$ cat src/rtl/mem_load_unit_pkg.sv
// Shared definitions for the MEM-stage load unit: funct3 load encodings,
// the FSM state type and small decode helpers used by the top and formatter.
package mem_load_unit_pkg;

  // RISC-V load funct3 encodings
  localparam logic [2:0] F3_LB  = 3'b000;
  localparam logic [2:0] F3_LH  = 3'b001;
  localparam logic [2:0] F3_LW  = 3'b010;
  localparam logic [2:0] F3_LBU = 3'b100;
  localparam logic [2:0] F3_LHU = 3'b101;

  // Load sequencing states
  typedef enum logic [1:0] {
    ST_IDLE = 2'd0,
    ST_REQ  = 2'd1,
    ST_DONE = 2'd2
  } state_e;

  // True for the five encodings that actually read memory
  function automatic logic is_supported_load(input logic [2:0] funct3);
    case (funct3)
      F3_LB, F3_LH, F3_LW, F3_LBU, F3_LHU: is_supported_load = 1'b1;
      default:                             is_supported_load = 1'b0;
    endcase
  endfunction

  // True when a halfword is not 2-byte aligned or a word is not 4-byte aligned
  function automatic logic is_misaligned(input logic [2:0] funct3,
                                         input logic [1:0] lane);
    case (funct3)
      F3_LH, F3_LHU: is_misaligned = lane[0];
      F3_LW:         is_misaligned = (lane != 2'b00);
      default:       is_misaligned = 1'b0;
    endcase
  endfunction

endpackage

$ cat src/rtl/load_formatter.sv
// Combinational byte/half lane extraction and sign/zero extension of a
// memory read word according to the load funct3.
module load_formatter
  import mem_load_unit_pkg::*;
(
  input  logic [2:0]  funct3,
  input  logic [1:0]  addr,
  input  logic [31:0] rdata,
  output logic [31:0] result
);

  logic [7:0]  byte_sel;
  logic [15:0] half_sel;

  // Pick the addressed byte lane of the read word
  always_comb begin
    // NOTE: every combinational output gets a default first so no path can infer a latch.
    byte_sel = rdata[7:0];
    case (addr)
      2'b01:   byte_sel = rdata[15:8];
      2'b10:   byte_sel = rdata[23:16];
      2'b11:   byte_sel = rdata[31:24];
      default: byte_sel = rdata[7:0];
    endcase
  end

  // Halfword lane is chosen by addr[1] only; addr[0] is not consulted here
  assign half_sel = addr[1] ? rdata[31:16] : rdata[15:0];

  // Extend the selected lane to 32 bits; unsupported encodings yield zero
  always_comb begin
    result = '0;
    case (funct3)
      F3_LB:   result = {{24{byte_sel[7]}}, byte_sel};
      F3_LH:   result = {{16{half_sel[15]}}, half_sel};
      F3_LW:   result = rdata;
      F3_LBU:  result = {24'h0, byte_sel};
      F3_LHU:  result = {16'h0, half_sel};
      default: result = '0;
    endcase
  end

endmodule

$ cat src/rtl/mem_load_unit.sv
// MEM-stage load unit: accepts a load from the pipeline latch, issues one
// word-aligned data-memory read, formats the returned word and strobes the
// result for one cycle while holding the pipeline with stall.
// Optional feature: define MEM_LOAD_MISALIGN_TRAP_EN to trap misaligned
// LH/LHU/LW accesses (no memory read, zero data, misalign_err strobe).
module mem_load_unit
  import mem_load_unit_pkg::*;
(
  input  logic        stg_clk,
  input  logic        reset,
  input  logic        rd_memory_in,
  input  logic [2:0]  funct3_in,
  input  logic [31:0] address_in,
  output logic        mem_req,
  output logic [31:0] mem_addr,
  input  logic        mem_ack,
  input  logic [31:0] mem_rdata,
  output logic [31:0] load_data,
  output logic        load_valid,
  output logic        stall
`ifdef MEM_LOAD_MISALIGN_TRAP_EN
  ,
  output logic        misalign_err
`endif
);

  state_e      state_q;
  state_e      state_d;
  logic [2:0]  funct3_q;
  logic [31:0] addr_q;
  logic [31:0] fmt_result;
  logic        accept;
  logic        skip_req;

  // A new load is only taken while idle; requests seen in REQ/DONE are ignored
  assign accept = (state_q == ST_IDLE) && rd_memory_in;

`ifdef MEM_LOAD_MISALIGN_TRAP_EN
  logic misalign_in;

  // Misaligned half/word accesses bypass memory and trap instead
  assign misalign_in = is_misaligned(funct3_in, address_in[1:0]);
  assign skip_req    = !is_supported_load(funct3_in) || misalign_in;
`else
  // Unsupported encodings bypass memory and complete with zero data
  assign skip_req = !is_supported_load(funct3_in);
`endif

  // Next-state decode for IDLE -> (REQ) -> DONE -> IDLE
  always_comb begin
    state_d = state_q;
    case (state_q)
      ST_IDLE: if (rd_memory_in) state_d = skip_req ? ST_DONE : ST_REQ;
      ST_REQ:  if (mem_ack)      state_d = ST_DONE;
      ST_DONE:                   state_d = ST_IDLE;
      default:                   state_d = ST_IDLE;
    endcase
  end

  // State, captured request, result data and result strobe
  always_ff @(posedge stg_clk or posedge reset) begin
    // NOTE: sequential state uses non-blocking assignments so every flop samples pre-edge values.
    if (reset) begin
      // NOTE: all control and datapath registers here are reset; none of them is a memory array.
      state_q    <= ST_IDLE;
      funct3_q   <= '0;
      addr_q     <= '0;
      load_data  <= '0;
      load_valid <= 1'b0;
    end else begin
      state_q    <= state_d;
      load_valid <= (state_d == ST_DONE);
      if (accept) begin
        funct3_q <= funct3_in;
        addr_q   <= address_in;
        if (skip_req) load_data <= '0;
      end
      if ((state_q == ST_REQ) && mem_ack) load_data <= fmt_result;
    end
  end

`ifdef MEM_LOAD_MISALIGN_TRAP_EN
  // Trap strobe rises together with load_valid for a misaligned access
  always_ff @(posedge stg_clk or posedge reset) begin
    if (reset) misalign_err <= 1'b0;
    else       misalign_err <= accept && misalign_in;
  end
`endif

  // Memory request is decoded from state so reset removes it immediately
  assign mem_req  = (state_q == ST_REQ);
  assign mem_addr = {addr_q[31:2], 2'b00};

  // Hold the pipeline while a read is outstanding or being accepted
  assign stall = (state_q == ST_REQ) || accept;

  load_formatter u_load_formatter (
    .funct3 (funct3_q),
    .addr   (addr_q[1:0]),
    .rdata  (mem_rdata),
    .result (fmt_result)
  );

endmodule

$ cat config.mk
export PLATFORM = sky130hd
export DESIGN_NAME = mem_load_unit
export DESIGN_NICKNAME = d
export VERILOG_FILES = /design/src/rtl/mem_load_unit_pkg.sv /design/src/rtl/load_formatter.sv /design/src/rtl/mem_load_unit.sv
export SDC_FILE = /design/constraint.sdc
export NUM_CORES = 1
export LEC_CHECK = 0
export ABC_AREA = 1
export CAP_MARGIN = 40
export CORE_MARGIN = 3
export CORE_UTILIZATION = 50
export DETAILED_ROUTE_END_ITERATION = 12
export GPL_TIMING_DRIVEN = 0
export PLACE_DENSITY = 0.95
export SLEW_MARGIN = 15
export SYNTH_ARGS = -nofsm -noshare
export SYNTH_HDL_FRONTEND = slang
export SYNTH_HIERARCHICAL = 1
export SYNTH_SLANG_ARGS = --single-unit
$ cat constraint.sdc
create_clock -name stg_clk -period 6.83 [get_ports stg_clk]
set_input_delay 1.366 -clock stg_clk [delete_from_list [all_inputs] [get_ports stg_clk]]
set_output_delay 1.366 -clock stg_clk [all_outputs]
set_load 0.01 [all_outputs]
Word level (Yosys, flattened, before mapping)
Index checks and enable logic that the tools add are counted.

word-level totals
  logic and storage cells = 39
  bits of input ports = 71
  output and inout bits = 67
  bits in registers = 70

cells by class
  reduce and logical (&&, ||, !) cells = 9
  mux-type cells = 11
  equality and inequality tests = 14

operators with widths
  cell                  number
  $pmux W32 S5          1
  $mux W32              3
  $pmux W8 S3           1
  $mux W16              1
  $eq A3 B3 Y1 const B  4
  $eq A2 B2 Y1 const B  3
  $eq A3 B1 Y1 const B  2
  $eq A3 B2 Y1 const B  2
  $logic_not A3 Y1      2
  $mux W2               3
  $reduce_or A5 Y1      1
  $eq A2 B1 Y1 const B  2
  $pmux W2 S2           1
  $logic_and A1 B1 Y1   2
  $logic_not A2 Y1      1
  $ne A2 B1 Y1 const B  1
  $reduce_and A2 Y1     1
  $reduce_bool A2 Y1    1
  $logic_or A1 B1 Y1    1
  $mux W1               1

Longest topological paths before layout
  depth after elaboration = 7
  mapped depth = 11
  mapped depth without buffers = 9

Cells and area by module
The synthesis kept the hierarchy.

by module, submodules not included
  module          sequential area each (um^2)  cells an instance  area an instance (um^2)  instances
  mem_load_unit   1,751.7                      337                2,977.9                  1
  load_formatter  0.0                          255                1,079.8                  1

Worst setup path after synthesis
Ideal clock, no wire load.

  path type = in2out
  start = input port rd_memory_in
  end = output port stall
  data arrival time = 1.528 ns
  data required time = 5.464 ns
  stages on the path = 2
  buffers on the path = 0
  slack = 3.936 ns
  path through = nand2_2 nand2_1

between the ends
  cells in the longest elaborated chain, start to end = 2

RTL lines
  element              RTL line             source
  start: declaration   mem_load_unit.sv:11  input logic rd_memory_in,
  $logic_and A1 B1 Y1  mem_load_unit.sv:36  assign accept = (state_q == ST_IDLE) && rd_memory_in;
  $logic_or A1 B1 Y1   mem_load_unit.sv:95  assign stall = (state_q == ST_REQ) || accept;
  end: declaration     mem_load_unit.sv:20  output logic stall

Every way passes these cells.

Final worst setup path
Ends and elaborated chain as after synthesis.

==> results by group <==
Timing
  • Final Cycle Share: 0.579
  • Fin. Hold Viols: 0
  • Worst setup margin: 2.88 ns
  • Slew HR: 0.653
  • Max frequency: 253 MHz
  • Period minus WS final: 3.95 ns
  • Skew final: 0.0144 ns
  • Post-route setup TNS: 0 ns
  • Slew of the pin with the lowest slew margin: 0.518 ns
  • RSZ-0062 raised after global routing: false
  • Pins over their slew limit: 0
  • # setup viols final: 0

Placement
  • Worst slack at placement: 2.89 ns
  • PortBufs: 135
  • GPL Wtd Cong: 0.952
  • Dpl hpwl: 8.92 mm
  • Placed cells: 831

Clocking
  • Post-cts resize count: 0
  • Num CTS Buffers: 9
  • Hold Buf Count CTS: 0
  • # Post-CTS Setup Buffers: 0
  • CTS tree: built
  • Clk pin slew, worst setup/hold paths: 0.07 ns
  • Clock sink count: 70
  • CTS H-Tree Depth: 3
  • Maximum clock path buffer count: 2
  • Clock Root Buffer: clkbuf_8
  • Clk Latency, worst-skew pair: 0.34 ns

Setup path
  • Worst Path Buf+Inv: 2
  • CP Launch Type: input pin
  • Critical Path RT: 5.46 ns
  • Cell mode on critical path: clkdlybuf4s50_1
  • Crit. End Element: primary output
  • Crit Path Category: input pin to primary output
  • Cell Chain, Critical Path: clkdlybuf4s50_1, nand2_2, nand2_1, clkdlybuf4s50_1
  • CP peak stage delay: 0.57 ns
  • Delay-heaviest family, CP: buffers and inverters
  • Reg2reg setup slack: 5.16 ns
  • Crit-path max FO: 2
  • Data arrival, critical path: 2.59 ns
  • Crit-path slowest cell: clkdlybuf4s50_1

Routing
  • Via count: 4119
  • DRT Wirelength: 11.4 mm
  • DR pass1 iterations: 5
  • WL per Instance: 13.5 µm
  • Initial DRC Count: 256
  • DRT antenna net count: 0
  • # DRC: 0
  • Vias per cell: 4.86

GRT
  • Initial antenna violation count: 0
  • Largest net degree at the start of global routing: 50
  • Vias in the first global route: 3801
  • Total gr overflow: 0
  • First-pass GRT wire length: 18.0 mm
  • Total track usage: 0.250

Power and ir drop
  • Pwr Total: 2.18 mW
  • Pint: 1.38 mW
  • Lkg Pwr: 3.23 nW
  • Clock power share: 0.193
  • Sequential share of power: 0.309
  • Sw power: 804 µW
  • P per Cell Area: 375 mW/mm²
  • Comb pwr share: 0.498
  • VDD IR max: 234 µV
  • Sw Ratio: 0.368

Synthesis
  • Synthesized area per cell: 6.85 µm²
  • Most frequent cells after synthesis: nand2_1 (322), dfrtp_1 (70), nand3_1 (56)
  • Predominant post-synthesis flop cell: dfrtp_1
  • Area leader, netlist: dfrtp_1
  • Count leader, synth: nand2_1
  • Yosys reg bits: 70
  • Post-synthesis sequential area ratio: 0.432
  • Area share of the largest cell type after synthesis: 0.432
  • Ys async rst share: 1.00
  • Number of distinct library cells after synthesis: 18
  • YS warnings: 6
  • Area contributors post-synth: dfrtp_1 (43%), nand2_1 (30%), nand3_1 (6.9%)
  • Post-Syn Area: 0.00406 mm²
  • Post-synth EDFFs: 0
  • Post-Syn Instances: 592

Worst hold path
  • Worst Hold Class: register to register

Layout
  • Inserted Diodes: 0
  • Layout area overhead: 43.5%
  • Nets: 811
  • Fillers: 590
  • Non-Filler Instances: 847
  • Ratio of cells with drive above 1 in the final layout: 0.125

Floorplanning
  • Row Count: 32
  • Initial Utilization: 0.520
  • Die Span X: 96.1 µm
  • Io pins: 138
  • Total core area: 0.00781 mm²
  • Die Height: 96.1 µm
  • Die ar.: 0.00923 mm²

Run status
  • Outcome: completed

Job
  • Max cap viols: 0
## flip-flops by register name, summed over array words and instances (netlist names)
name,flops
state_q,2
funct3_q,3
load_data,32
addr_q,32
load_valid,1
## power groups by stage
stage	clock (mW)	combinational, mW	sequential [mW]
2_1_floorplan	0	0.572	0.702
3_3_place_gp	0	1.05	0.670
3_5_place_dp	0	1.08	0.680
4_1_cts	0.428	1.09	0.675
5_1_grt	0.447	1.20	0.694
6_report	0.422	1.09	0.675
## per-stage QoR
| stage | hold slack (ns) | instance area, µm² | utilization |
|---|---|---|---|
| floorplan | 0.437 | 4060 | - |
| global placement | 0.454 | 5540 | 0.710 |
| detailed placement | 0.459 | 5570 | 0.713 |
| CTS | 0.478 | 5820 | 0.746 |
| global route | 0.494 | 5820 | 0.746 |
| finish | 0.477 | 5820 | 0.746 |
## path summary, 6_finish.rpt
path / from / to / cells past startpoint
max in group asynchronous: reset / load_data[5]$_DFFE_PP0P_ / 3
max: rd_memory_in / stall / 4
min reg2reg: addr_q[1]$_DFFE_PP0P_ / addr_q[1]$_DFFE_PP0P_ / 2
max reg2reg: addr_q[0]$_DFFE_PP0P_ / load_data[2]$_DFFE_PP0P_ / 8
min in group asynchronous: reset / load_data[15]$_DFFE_PP0P_ / 2
min: addr_q[1]$_DFFE_PP0P_ / addr_q[1]$_DFFE_PP0P_ / 2
## layer usage
layer	GRT usage	part of all wire
met5	0	0
met4	0.0818	0.024
met3	0.0360	0.066
met2	0.428	0.51
met1	0.324	0.40
## layout make-up
class | instances | area [µm²] | share of cell area
Sequential cell | 70 | 1750 | 0.301
Clock inverter | 6 | 116 | 0.0200
Multi-Input combinational cell | 413 | 1700 | 0.291
Timing Repair Buffer | 136 | 1380 | 0.237
Clock buffer | 10 | 138 | 0.0236
Inverter | 51 | 199 | 0.0342
Buffer | 59 | 417 | 0.0715
Tap cell | 102 | 128 | 0.0219
## kinds of logic (layout without fill, tap and decap cells)
group | Yosys count | after routing | synth area share
AOI/OAI and AO/OA | 11 | 11 | 0.0136
buffers and inverters | 110 | 262 | 0.151
DFF | 70 | 70 | 0.432
other | 1 | 2 | 0.000924
and+or+nand+nor | 400 | 400 | 0.403
## cells in the final DEF, fill, tap and decap left out, types with 7 or more instances in the layout
cell type / n
a21oi_1: 7
buf_2: 18
buf_4: 36
clkbuf_8: 10
clkdlybuf4s50_1: 135
dfrtp_1: 70
inv_1: 45
nand2_1: 322
nand3_1: 56
nor2_1: 11
## worst min-delay path, delay by kind of cell, from the launching register on
family        cells  cell delay (ns)
flops             1             0.34
simple gates      2             0.11
Power figures use the tool's default switching activity.
